[src/rtl/vga_pkg.sv]
// Shared constants, FSM state type and the per-axis bounce helper for the sprite engine.
package vga_pkg;

  localparam int H_ACTIVE_DEF = 640;
  localparam int V_ACTIVE_DEF = 480;

  // Bar colours, index 0 is the leftmost bar.
  localparam logic [7:0][11:0] BAR_RGB = {
    12'h000, 12'h00F, 12'hF00, 12'hF0F, 12'h0F0, 12'h0FF, 12'hFF0, 12'hFFF
  };

  typedef enum logic {S_WAIT, S_MOVE} state_t;

  typedef struct packed {
    logic [9:0] pos;
    logic       dir;
    logic       hit;
  } axis_t;

  // One frame of motion on one axis; compares run in 11 bits so pos+step cannot wrap.
  function automatic axis_t axis_step(input logic [9:0] pos, input logic dir,
                                      input logic [10:0] maxv, input logic [10:0] step);
    axis_t      r;
    logic [10:0] p;
    p = {1'b0, pos};
    if (dir && (p + step >= maxv))
      r = '{pos: maxv[9:0], dir: 1'b0, hit: 1'b1};
    else if (!dir && (p <= step))
      r = '{pos: 10'd0, dir: 1'b1, hit: 1'b1};
    else if (dir)
      r = '{pos: pos + step[9:0], dir: 1'b1, hit: 1'b0};
    else
      r = '{pos: pos - step[9:0], dir: 1'b0, hit: 1'b0};
    return r;
  endfunction

endpackage

[src/rtl/vga_sprite_engine_if.sv]
// Pixel-request / colour-response bundle between vga_driver (master) and the sprite engine (slave).
interface vga_sprite_engine_if;
  logic [9:0] I_pix_x;
  logic [9:0] I_pix_y;
  logic       I_active;
  logic       I_frame_start;
  logic       I_pause;
  logic [3:0] O_red;
  logic [3:0] O_green;
  logic [3:0] O_blue;
  logic       O_bounce;
  logic       O_corner;
  logic [7:0] O_frame_cnt;

  modport master (
    output I_pix_x, I_pix_y, I_active, I_frame_start, I_pause,
    input  O_red, O_green, O_blue, O_bounce, O_corner, O_frame_cnt
  );

  modport slave (
    input  I_pix_x, I_pix_y, I_active, I_frame_start, I_pause,
    output O_red, O_green, O_blue, O_bounce, O_corner, O_frame_cnt
  );
endinterface

[src/rtl/vga_sprite_motion.sv]
// Once-per-frame sprite motion: WAIT/MOVE FSM, position/direction registers, bounce pulses, frame counter.
module vga_sprite_motion
  import vga_pkg::*;
#(
  parameter int H_ACTIVE    = H_ACTIVE_DEF,
  parameter int V_ACTIVE    = V_ACTIVE_DEF,
  parameter int SPRITE_SIZE = 32,
  parameter int STEP        = 2
) (
  input  logic       clk,
  input  logic       rst,
  input  logic       frame_start,
  input  logic       pause,
  output logic [9:0] sx,
  output logic [9:0] sy,
  output logic       bounce,
  output logic       corner,
  output logic [7:0] frame_cnt
);

  localparam logic [10:0] X_MAX = 11'(H_ACTIVE - SPRITE_SIZE);
  localparam logic [10:0] Y_MAX = 11'(V_ACTIVE - SPRITE_SIZE);
  localparam logic [10:0] STP   = 11'(STEP);

  state_t state, state_nxt;
  logic   move;
  logic   dx, dy;
  axis_t  ax, ay;

  always_ff @(posedge clk) begin
    if (rst) state <= S_WAIT;
    else     state <= state_nxt;
  end

  // A frame_start seen while in S_MOVE falls through to S_WAIT and is dropped.
  always_comb begin
    state_nxt = state;
    case (state)
      S_WAIT: if (frame_start && !pause) state_nxt = S_MOVE;
      S_MOVE: state_nxt = S_WAIT;
      default: state_nxt = S_WAIT;
    endcase
  end

  always_comb begin
    move = (state == S_MOVE);
    ax   = axis_step(sx, dx, X_MAX, STP);
    ay   = axis_step(sy, dy, Y_MAX, STP);
  end

  always_ff @(posedge clk) begin
    if (rst) begin
      sx        <= '0;
      sy        <= '0;
      dx        <= 1'b1;
      dy        <= 1'b1;
      bounce    <= 1'b0;
      corner    <= 1'b0;
      frame_cnt <= '0;
    end else begin
      bounce <= 1'b0;
      corner <= 1'b0;
      if (move) begin
        sx        <= ax.pos;
        sy        <= ay.pos;
        dx        <= ax.dir;
        dy        <= ay.dir;
        bounce    <= ax.hit | ay.hit;
        corner    <= ax.hit & ay.hit;
        frame_cnt <= frame_cnt + 8'd1;
      end
    end
  end

endmodule

[src/rtl/vga_sprite_engine.sv]
// Two-stage pixel source: bouncing square sprite over a background; colour bars when VGA_COLOR_BARS_EN is defined.
module vga_sprite_engine
  import vga_pkg::*;
#(
  parameter int          H_ACTIVE    = H_ACTIVE_DEF,
  parameter int          V_ACTIVE    = V_ACTIVE_DEF,
  parameter int          SPRITE_SIZE = 32,
  parameter int          STEP        = 2,
  parameter logic [11:0] SPRITE_RGB  = 12'hFFF
) (
  input logic                  I_clk,
  input logic                  I_rst,
  vga_sprite_engine_if.slave   vif
);

  localparam logic [10:0] SZ = 11'(SPRITE_SIZE);

  logic [9:0]  sx, sy;
  logic        hit;
  logic        s1_hit, s1_act;
  logic [11:0] bg, rgb;

  vga_sprite_motion #(
    .H_ACTIVE(H_ACTIVE), .V_ACTIVE(V_ACTIVE), .SPRITE_SIZE(SPRITE_SIZE), .STEP(STEP)
  ) u_motion (
    .clk(I_clk), .rst(I_rst),
    .frame_start(vif.I_frame_start), .pause(vif.I_pause),
    .sx(sx), .sy(sy),
    .bounce(vif.O_bounce), .corner(vif.O_corner), .frame_cnt(vif.O_frame_cnt)
  );

  always_comb
    hit = ({1'b0, vif.I_pix_x} >= {1'b0, sx}) && ({1'b0, vif.I_pix_x} < {1'b0, sx} + SZ) &&
          ({1'b0, vif.I_pix_y} >= {1'b0, sy}) && ({1'b0, vif.I_pix_y} < {1'b0, sy} + SZ);

`ifdef VGA_COLOR_BARS_EN
  localparam int BAR_W = H_ACTIVE / 8;
  logic [2:0] bar, s1_bar;

  // Comparator chain against constant bar edges; anything past the last edge stays in bar 7.
  always_comb begin
    bar = 3'd0;
    for (int i = 1; i < 8; i++)
      if (vif.I_pix_x >= 10'(i * BAR_W)) bar = 3'(i);
  end

  always_ff @(posedge I_clk) begin
    if (I_rst) s1_bar <= '0;
    else       s1_bar <= bar;
  end

  always_comb bg = BAR_RGB[s1_bar];
`else
  always_comb bg = 12'h000;
`endif

  always_ff @(posedge I_clk) begin
    if (I_rst) begin
      s1_hit <= 1'b0;
      s1_act <= 1'b0;
    end else begin
      s1_hit <= hit;
      s1_act <= vif.I_active;
    end
  end

  always_ff @(posedge I_clk) begin
    if (I_rst)        rgb <= '0;
    else if (!s1_act) rgb <= '0;
    else if (s1_hit)  rgb <= SPRITE_RGB;
    else              rgb <= bg;
  end

  assign vif.O_red   = rgb[11:8];
  assign vif.O_green = rgb[7:4];
  assign vif.O_blue  = rgb[3:0];

endmodule

[src/flat_wrapper.sv]
// flat-port wrapper written by rule: the top's interface ports become plain ports
module vga_sprite_engine_flat import vga_pkg::*;
#(
  parameter int          H_ACTIVE    = H_ACTIVE_DEF,
  parameter int          V_ACTIVE    = V_ACTIVE_DEF,
  parameter int          SPRITE_SIZE = 32,
  parameter int          STEP        = 2,
  parameter logic [11:0] SPRITE_RGB  = 12'hFFF
)
  (I_clk, I_rst, vif_I_pix_x, vif_I_pix_y, vif_I_active, vif_I_frame_start, vif_I_pause, vif_O_red, vif_O_green, vif_O_blue, vif_O_bounce, vif_O_corner, vif_O_frame_cnt);
  vga_sprite_engine_if vif_i ();
  input logic I_clk;
  input logic I_rst;
  input wire logic [$bits(vif_i.I_pix_x)-1:0] vif_I_pix_x;
  input wire logic [$bits(vif_i.I_pix_y)-1:0] vif_I_pix_y;
  input wire logic [$bits(vif_i.I_active)-1:0] vif_I_active;
  input wire logic [$bits(vif_i.I_frame_start)-1:0] vif_I_frame_start;
  input wire logic [$bits(vif_i.I_pause)-1:0] vif_I_pause;
  output wire logic [$bits(vif_i.O_red)-1:0] vif_O_red;
  output wire logic [$bits(vif_i.O_green)-1:0] vif_O_green;
  output wire logic [$bits(vif_i.O_blue)-1:0] vif_O_blue;
  output wire logic [$bits(vif_i.O_bounce)-1:0] vif_O_bounce;
  output wire logic [$bits(vif_i.O_corner)-1:0] vif_O_corner;
  output wire logic [$bits(vif_i.O_frame_cnt)-1:0] vif_O_frame_cnt;
  assign vif_i.I_pix_x = vif_I_pix_x;
  assign vif_i.I_pix_y = vif_I_pix_y;
  assign vif_i.I_active = vif_I_active;
  assign vif_i.I_frame_start = vif_I_frame_start;
  assign vif_i.I_pause = vif_I_pause;
  assign vif_O_red = vif_i.O_red;
  assign vif_O_green = vif_i.O_green;
  assign vif_O_blue = vif_i.O_blue;
  assign vif_O_bounce = vif_i.O_bounce;
  assign vif_O_corner = vif_i.O_corner;
  assign vif_O_frame_cnt = vif_i.O_frame_cnt;
  vga_sprite_engine #(.H_ACTIVE(H_ACTIVE), .V_ACTIVE(V_ACTIVE), .SPRITE_SIZE(SPRITE_SIZE), .STEP(STEP), .SPRITE_RGB(SPRITE_RGB)) u_core (.I_clk(I_clk), .I_rst(I_rst), .vif(vif_i));
endmodule
[config.mk]
export PLATFORM = sky130hd
export DESIGN_NAME = vga_sprite_engine_flat
export DESIGN_NICKNAME = d
export VERILOG_FILES = /design/src/rtl/vga_pkg.sv /design/src/rtl/vga_sprite_engine_if.sv /design/src/rtl/vga_sprite_motion.sv /design/src/rtl/vga_sprite_engine.sv /design/src/flat_wrapper.sv
export SDC_FILE = /design/constraint.sdc
export NUM_CORES = 1
export LEC_CHECK = 0
export CAP_MARGIN = 30
export CORE_MARGIN = 2
export CORE_UTILIZATION = 55
export DETAILED_ROUTE_END_ITERATION = 7
export GPL_ROUTABILITY_DRIVEN = 0
export GPL_TIMING_DRIVEN = 0
export PLACE_DENSITY = 0.82
export SLEW_MARGIN = 20
export SYNTH_ARGS = -nofsm -noshare
export SYNTH_HDL_FRONTEND = slang
export SYNTH_SLANG_ARGS = --single-unit
[constraint.sdc]
create_clock -name I_clk -period 3.4 [get_ports I_clk]
set_clock_uncertainty 0.15 [all_clocks]
set_input_delay 0.34 -clock I_clk [delete_from_list [all_inputs] [get_ports I_clk]]
set_output_delay 0.34 -clock I_clk [all_outputs]
set_load 0.01 [all_outputs]
==> results.py, run 1 <==
metrics = {
    "cells_and_area": {
        "area_delta_synth_final_pct": 20.6,
        "antenna_cells": 0,
        "fin_cells": 494,
        "fillerInstances": 457,
        "layout-drive-gt1-share_pct": 8.73,
        "nets": 488,
    },
    "power_and_ir_drop": {
        "switching_share_pct": 26.8,
        "ir_worst_vdd_mv": 0.244,
        "power.share.combinational_pct": 16.9,
        "power_frac_clock_pct": 34.3,
        "switchingPower_mw": 0.225,
        "pwr-share-seq_pct": 48.8,
        "power.density_nw_per_um2": 236,
        "leakage_nw": 1.36,
        "internal-power_mw": 0.615,
        "total_power_mw": 0.840,
    },
    "grt": {
        "grt_pass1_wl_um": 11600,
        "grt_usage_pct": 23.5,
        "overflow": 0,
        "grt_pass1_vias": 2503,
        "grt_max_degree": 13,
        "antenna_found_initial": 0,
    },
    "clock_tree": {
        "cts_buffers": 5,
        "cts_tree": "built",
        "root_buffer": "clkbuf_8",
        "insertion_delay_ns": 0.29,
        "clk_path_buf_depth": 2,
        "htree_levels": 2,
        "cts_sinks": 34,
        "cts_setup_buffers": 0,
        "cts_hold_buf": 0,
        "clk_pin_slew_ns": 0.07,
        "cts-resized-gates": 0,
    },
    "worst_setup_path": {
        "worstPathBufferInverterCount": 1,
        "cpMaxStageDelayCell": "dfxtp_1",
        "required_ns": 3.46,
        "path_max_fanout": 9,
        "slowest_delay_ns": 0.49,
        "worstSetupPathType": "flop to flop",
        "worst_ep_arrival_time_ns": 2.68,
        "crit_path_start_kind": "flop",
        "cp-end-kind": "flop",
        "path_cells": "ha_1, and3_1, clkbuf_1, a211oi_1, a311o_1, a21oi_1, a211o_2, nand2_1, o22ai_1",
        "crit_family": "compound AO/OA/AOI/OAI gates",
    },
    "synth": {
        "ys_seq_elements": 34,
        "yosysWarnings": 0,
        "synth_fp_nets": 437,
        "ys_types": 57,
        "syn_area_per_cell_um2": 7.92,
        "netlist_area_um2": 2960,
        "synthCells": 373,
        "synth_edf_count": 0,
        "ys_seq_area_share_pct": 23.0,
        "synthArstFlopShare_pct": 0,
        "ys.flop_type": "dfxtp_1",
    },
    "sta": {
        "slew_viol_final": 0,
        "fin_crit_sh_pct": 77.1,
        "finalHoldViolCount": 0,
        "tns_ns": 0,
        "setup_violations": 0,
        "slew_headroom_pct": 66.2,
        "max_freq_ghz": 0.382,
        "tightest_slew_ns": 0.507,
        "grt_setup_unrepaired": "no",
        "min_period_ns": 2.62,
    },
    "detailed_routing": {
        "ant_nets": 0,
        "wl_per_cell_um": 14.2,
        "dr.pass1.iters": 4,
        "initialDrtViolationCount": 254,
        "routed_wl_um": 7010,
        "drt-vias-per-instance": 5.74,
        "routed-via-count": 2837,
        "drc_errors": 0,
    },
    "die": {
        "die_h_um": 77.3,
        "die_area_um2": 5980,
        "core_um2": 5140,
        "start_util_pct": 57.5,
        "fp-row-count": 26,
        "io_pins": 47,
        "die_w_um": 77.3,
    },
    "place": {
        "io_buffers": 44,
        "hpwl_um": 5330,
        "dp.cells": 487,
    },
    "run": {
        "drv_cap": 0,
    },
    "outcome": {
        "outcome": "completed",
    },
    "worst_hold_path": {
        "min_path_type": "flop to flop",
    },
}
[layout make-up]
| class | instances | area [µm²] | area share [%] |
|---|---|---|---|
| Timing Repair Buffer | 44 | 440 | 12.4 |
| Inverter | 21 | 78.8 | 2.21 |
| Clock inverter | 1 | 7.51 | 0.211 |
| Multi-Input combinational cell | 284 | 1950 | 54.7 |
| Buffer | 34 | 245 | 6.88 |
| Clock buffer | 6 | 72.6 | 2.04 |
| Sequential cell | 34 | 681 | 19.1 |
| Tap cell | 70 | 87.6 | 2.46 |
[flip-flops by register name, indices dropped and copies added, names as in the netlist]
register and flops:
u_core.u_motion.move 1, u_core.u_motion.sy 9, u_core.s1_act 1, u_core.u_motion.corner 1, u_core.s1_hit 1, u_core.u_motion.bounce 1
u_core.u_motion.frame_cnt 8, u_core.u_motion.dy 1, u_core.rgb 1, u_core.u_motion.dx 1, u_core.u_motion.sx 9
[logic make-up (layout without fill, tap and decap cells)]
logic type                 Yosys count  after routing  synth area share, %
DFF                                 34             34                 23.0
and+or+nand+nor                    135            135                 24.2
xor gates and xnor gates            19             19                 5.63
adders and majority gates           39             39                 16.5
buffers and inverters               55            106                 11.0
AOI/OAI and AO/OA                   89             89                 19.0
muxes                                2              2                0.677
[final timing paths]
check,slack (ns),from,endpoint,cells past startpoint
worst max-delay path,0.78,u_core.u_motion.sx[1]$_SDFFE_PP0P_,u_core.u_motion.sx[4]$_SDFFE_PP0P_,9
worst min-delay path,0.26,u_core.s1_act$_SDFF_PP0_,u_core.rgb[10]$_SDFF_PP0_,2
worst max register to register,0.78,u_core.u_motion.sx[1]$_SDFFE_PP0P_,u_core.u_motion.sx[4]$_SDFFE_PP0P_,9
worst min register to register,0.26,u_core.s1_act$_SDFF_PP0_,u_core.rgb[10]$_SDFF_PP0_,2
[Yosys cell counts (7+ instances only)]
cell | instances | area (µm²)
o22ai_1 | 7 | 43.8
buf_4 | 13 | 97.6
o21ai_0 | 22 | 110
xnor2_1 | 13 | 114
dfxtp_1 | 34 | 681
nand4_1 | 10 | 62.6
nor3_1 | 15 | 75.1
clkbuf_1 | 11 | 41.3
nor2b_1 | 8 | 50.1
a21oi_1 | 24 | 120
ha_1 | 39 | 488
nor2_1 | 25 | 93.8
nand2_1 | 27 | 101
and3_1 | 7 | 43.8
nand3_1 | 12 | 60.1
inv_1 | 21 | 78.8
[placed cells by master, fill, tap and decap left out, types with 3 or more instances in the layout]
| cell | count |
|---|---|
| nand3_1 | 12 |
| o21a_1 | 3 |
| o21ai_0 | 22 |
| nand2_1 | 27 |
| a31oi_1 | 5 |
| and2_1 | 4 |
| xnor2_1 | 13 |
| and3_1 | 7 |
| or3_1 | 3 |
| nand2b_1 | 3 |
| nor2_1 | 25 |
| nor2b_1 | 8 |
| dfxtp_1 | 34 |
| a21o_1 | 6 |
| a21oi_1 | 24 |
| nor3_1 | 15 |
| xor2_1 | 6 |
| nor4_1 | 5 |
| clkdlybuf4s50_1 | 44 |
| nor3b_1 | 4 |
| clkbuf_1 | 12 |
| ha_1 | 39 |
| nand4_1 | 10 |
| inv_1 | 21 |
| a211oi_1 | 3 |
| clkbuf_8 | 8 |
| o22ai_1 | 7 |
| buf_4 | 13 |
| buf_6 | 5 |
[worst min-delay path: stages (launching register included)]
cell,delay (ns)
dfxtp_1,0.30
nand2_1,0.05
nor2_1,0.03
[stage by stage]
step | util, % | hold WS, ns | setup WS (ns) | cell area, µm²
5_1_grt | 69.3 | 0.287 | 0.606 | 3560
4_1_cts | 69.3 | 0.270 | 0.835 | 3560
2_1_floorplan | - | 0.245 | 1.12 | 2960
6_report | 69.3 | 0.264 | 0.780 | 3560
3_5_place_dp | 67.8 | 0.260 | 0.868 | 3480
3_3_place_gp | 67.8 | 0.251 | 0.890 | 3480
[layer usage]
layer | wire (µm) | track usage (%)
met5 | 0 | 0
met4 | 114 | 6.07
met3 | 537 | 3.76
met2 | 3100 | 36.4
met1 | 3260 | 33.7
[power groups by stage]
stage	sequential [mW]	clock, mW	combinational, mW
after floorplan	0.418	0	0.0845
after global placement	0.419	0	0.135
after detailed placement	0.419	0	0.140
after CTS	0.410	0.287	0.141
after global routing	0.411	0.303	0.159
final	0.410	0.288	0.142
Note: power is estimated with default switching activity, not from simulation.
==> run 2: changes to the inputs <==
==> constraint.sdc (replaced) <==
create_clock -name I_clk -period 2.6 [get_ports I_clk]
set_clock_uncertainty 0.15 [all_clocks]
set_input_delay 0.26 -clock I_clk [delete_from_list [all_inputs] [get_ports I_clk]]
set_output_delay 0.26 -clock I_clk [all_outputs]
set_load 0.01 [all_outputs]
==> run 2 against run 1 <==
First-iteration DRC count shrank 33%; critical endpoint is now u_core.u_motion.sy[4]$_SDFFE_PP0P_; worst hold slack is essentially flat; die area stayed put; combinational power rose by 32%; cell count decreased by 0.20%; largest cell class unchanged; wire length increased by 0.78%.
==> results.py, run 2 (synthesis results as in run 1) <==
metrics = {
    "die": {
        "die_h_um": 77.3,
        "die_w_um": 77.3,
        "start_util_pct": 57.5,
        "core_um2": 5140,
        "fp-row-count": 26,
        "io_pins": 47,
        "die_area_um2": 5980,
    },
    "worst_setup_path": {
        "reg2reg_depth": 10,
        "cp-end-kind": "flop",
        "crit_start": "u_core.u_motion.sy[5]$_SDFFE_PP0P_",
        "worstReg2RegEnd": "u_core.u_motion.sy[4]$_SDFFE_PP0P_",
        "required_ns": 2.68,
        "slowest_delay_ns": 0.37,
        "worst_ep_arrival_time_ns": 2.54,
        "reg2reg_from": "u_core.u_motion.sy[5]$_SDFFE_PP0P_",
        "path_cells": "clkbuf_8, inv_1, ha_1, and2_1, o21ai_0, nor4_2, or3_1, buf_6, o211ai_1, o21a_1",
        "crit_path_start_kind": "flop",
        "path_max_fanout": 10,
        "rrSetupSlack_ns": 0.14,
        "worstSetupPathType": "flop to flop",
        "cpMaxStageDelayCell": "dfxtp_1",
    },
    "sta": {
        "grt_setup_unrepaired": "no",
        "finalHoldViolCount": 0,
        "slew_headroom_pct": 64.9,
        "slew_viol_final": 0,
        "tns_ns": 0,
        "fin_crit_sh_pct": 94.8,
        "max_freq_ghz": 0.406,
        "min_period_ns": 2.46,
        "tightest_slew_ns": 0.526,
        "setup_violations": 0,
    },
    "detailed_routing": {
        "ant_nets": 0,
        "routed_wl_um": 7060,
        "drc_errors": 0,
        "dr.pass1.iters": 5,
        "initialDrtViolationCount": 169,
        "drt-vias-per-instance": 5.75,
        "wl_per_cell_um": 14.3,
        "routed-via-count": 2836,
    },
    "grt": {
        "grt_pass1_vias": 2503,
        "antenna_found_initial": 0,
        "grt_max_degree": 13,
        "grt_usage_pct": 23.5,
        "grt_pass1_wl_um": 11600,
        "overflow": 0,
    },
    "clock_tree": {
        "htree_levels": 2,
        "cts_sinks": 34,
        "clk_path_buf_depth": 2,
        "clk_pin_slew_ns": 0.07,
        "insertion_delay_ns": 0.28,
        "cts_tree": "built",
        "cts_buffers": 5,
        "cts_hold_buf": 0,
        "root_buffer": "clkbuf_8",
    },
    "place": {
        "io_buffers": 44,
        "hpwl_um": 5330,
        "placed_area_um2": 3480,
    },
    "power_and_ir_drop": {
        "power.share.combinational_pct": 17.1,
        "switching_share_pct": 26.4,
        "power.density_nw_per_um2": 306,
        "switchingPower_mw": 0.289,
        "pwr-share-seq_pct": 49.0,
        "leakage_nw": 1.37,
        "internal-power_mw": 0.806,
        "total_power_mw": 1.10,
        "ir_worst_vdd_mv": 0.313,
        "power_frac_clock_pct": 33.9,
    },
    "cells_and_area": {
        "design_area_um2": 3580,
        "layout-drive-gt1-share_pct": 10.4,
        "final_cell_mix": "clkdlybuf4s50_1, ha_1, dfxtp_1",
        "fillerInstances": 450,
        "nets": 487,
        "antenna_cells": 0,
        "biggestRegsByFlops": "u_core.u_motion.sx x9, u_core.u_motion.sy x9, u_core.u_motion.frame_cnt x8",
        "area_delta_synth_final_pct": 21.1,
        "final_common_cell": "clkdlybuf4s50_1",
    },
    "run": {
        "drv_cap": 0,
    },
    "worst_hold_path": {
        "whs_path_depth": 2,
        "holdCritStartpoint": "u_core.s1_act$_SDFF_PP0_",
        "hold_end": "u_core.rgb[10]$_SDFF_PP0_",
        "min_path_type": "flop to flop",
    },
    "outcome": {
        "outcome": "completed",
    },
}
run 2: cell type report:
| class | instances | area, µm² | share of cell area [%] |
|---|---|---|---|
| Clock buffer | 6 | 72.6 | 2.03 |
| Sequential cell | 34 | 686 | 19.2 |
| Timing Repair Buffer | 44 | 440 | 12.3 |
| Inverter | 21 | 78.8 | 2.20 |
| Multi-Input combinational cell | 284 | 1960 | 54.8 |
| Tap cell | 70 | 87.6 | 2.45 |
| Buffer | 33 | 245 | 6.85 |
| Clock inverter | 1 | 7.51 | 0.210 |
run 2: worst max-delay path: cells and delay by family, from the launching register on:
family          cells  cell delay (ns)
simple gates        3             0.67
flops               1             0.37
fa+ha+maj           1             0.22
compound gates      3             0.61
buf+inv             3             0.39
run 2: per-layer routing:
layer / vias up / part of all wire [%] / track usage [%]
met5: - / 0 / 0
met4: 0 / 1.7 / 6.07
met3: 14 / 6.2 / 3.76
met2: 112 / 45 / 36.4
met1: 1286 / 47 / 33.7
li1: 1424 / - / -
run 2: power groups by stage:
stage / combinational [mW] / sequential, mW / clock (mW)
after floorplan: 0.110 / 0.547 / 0
after global placement: 0.177 / 0.548 / 0
after detailed placement: 0.183 / 0.548 / 0
after CTS: 0.185 / 0.536 / 0.376
after global routing: 0.209 / 0.538 / 0.397
final: 0.187 / 0.537 / 0.371
run 2: per-stage QoR:
stage                     utilization [%]  hold slack [ns]  instances  setup slack [ns]
after detailed placement             67.8            0.260        487            0.0683
final                                69.6            0.264        493             0.135
after floorplan                         -            0.186        373             0.319
after global placement               67.8            0.251        487            0.0898
after global routing                 69.6            0.287        493            0.0130
after CTS                            69.3            0.270        494            0.0353
run 2: how the worst max path moves through the flow:
stage / to / depth (start not counted)
2_1_floorplan: u_core.u_motion.sy[9]$_SDFFE_PP0P_ / 10
3_3_place_gp: u_core.u_motion.sx[3]$_SDFFE_PP0P_ / 9
3_5_place_dp: u_core.u_motion.sy[4]$_SDFFE_PP0P_ / 10
4_1_cts: u_core.u_motion.sx[4]$_SDFFE_PP0P_ / 9
5_1_grt: u_core.u_motion.sy[9]$_SDFFE_PP0P_ / 10
6_report: u_core.u_motion.sy[4]$_SDFFE_PP0P_ / 10
run 2: repair_timing:
action | 4_1_cts | 5_1_grt
resized for setup | 0 | 10
hold endpoints to repair | 0 | 0
setup endpoints to repair | 0 | 14
buffers inserted | 0 | 0
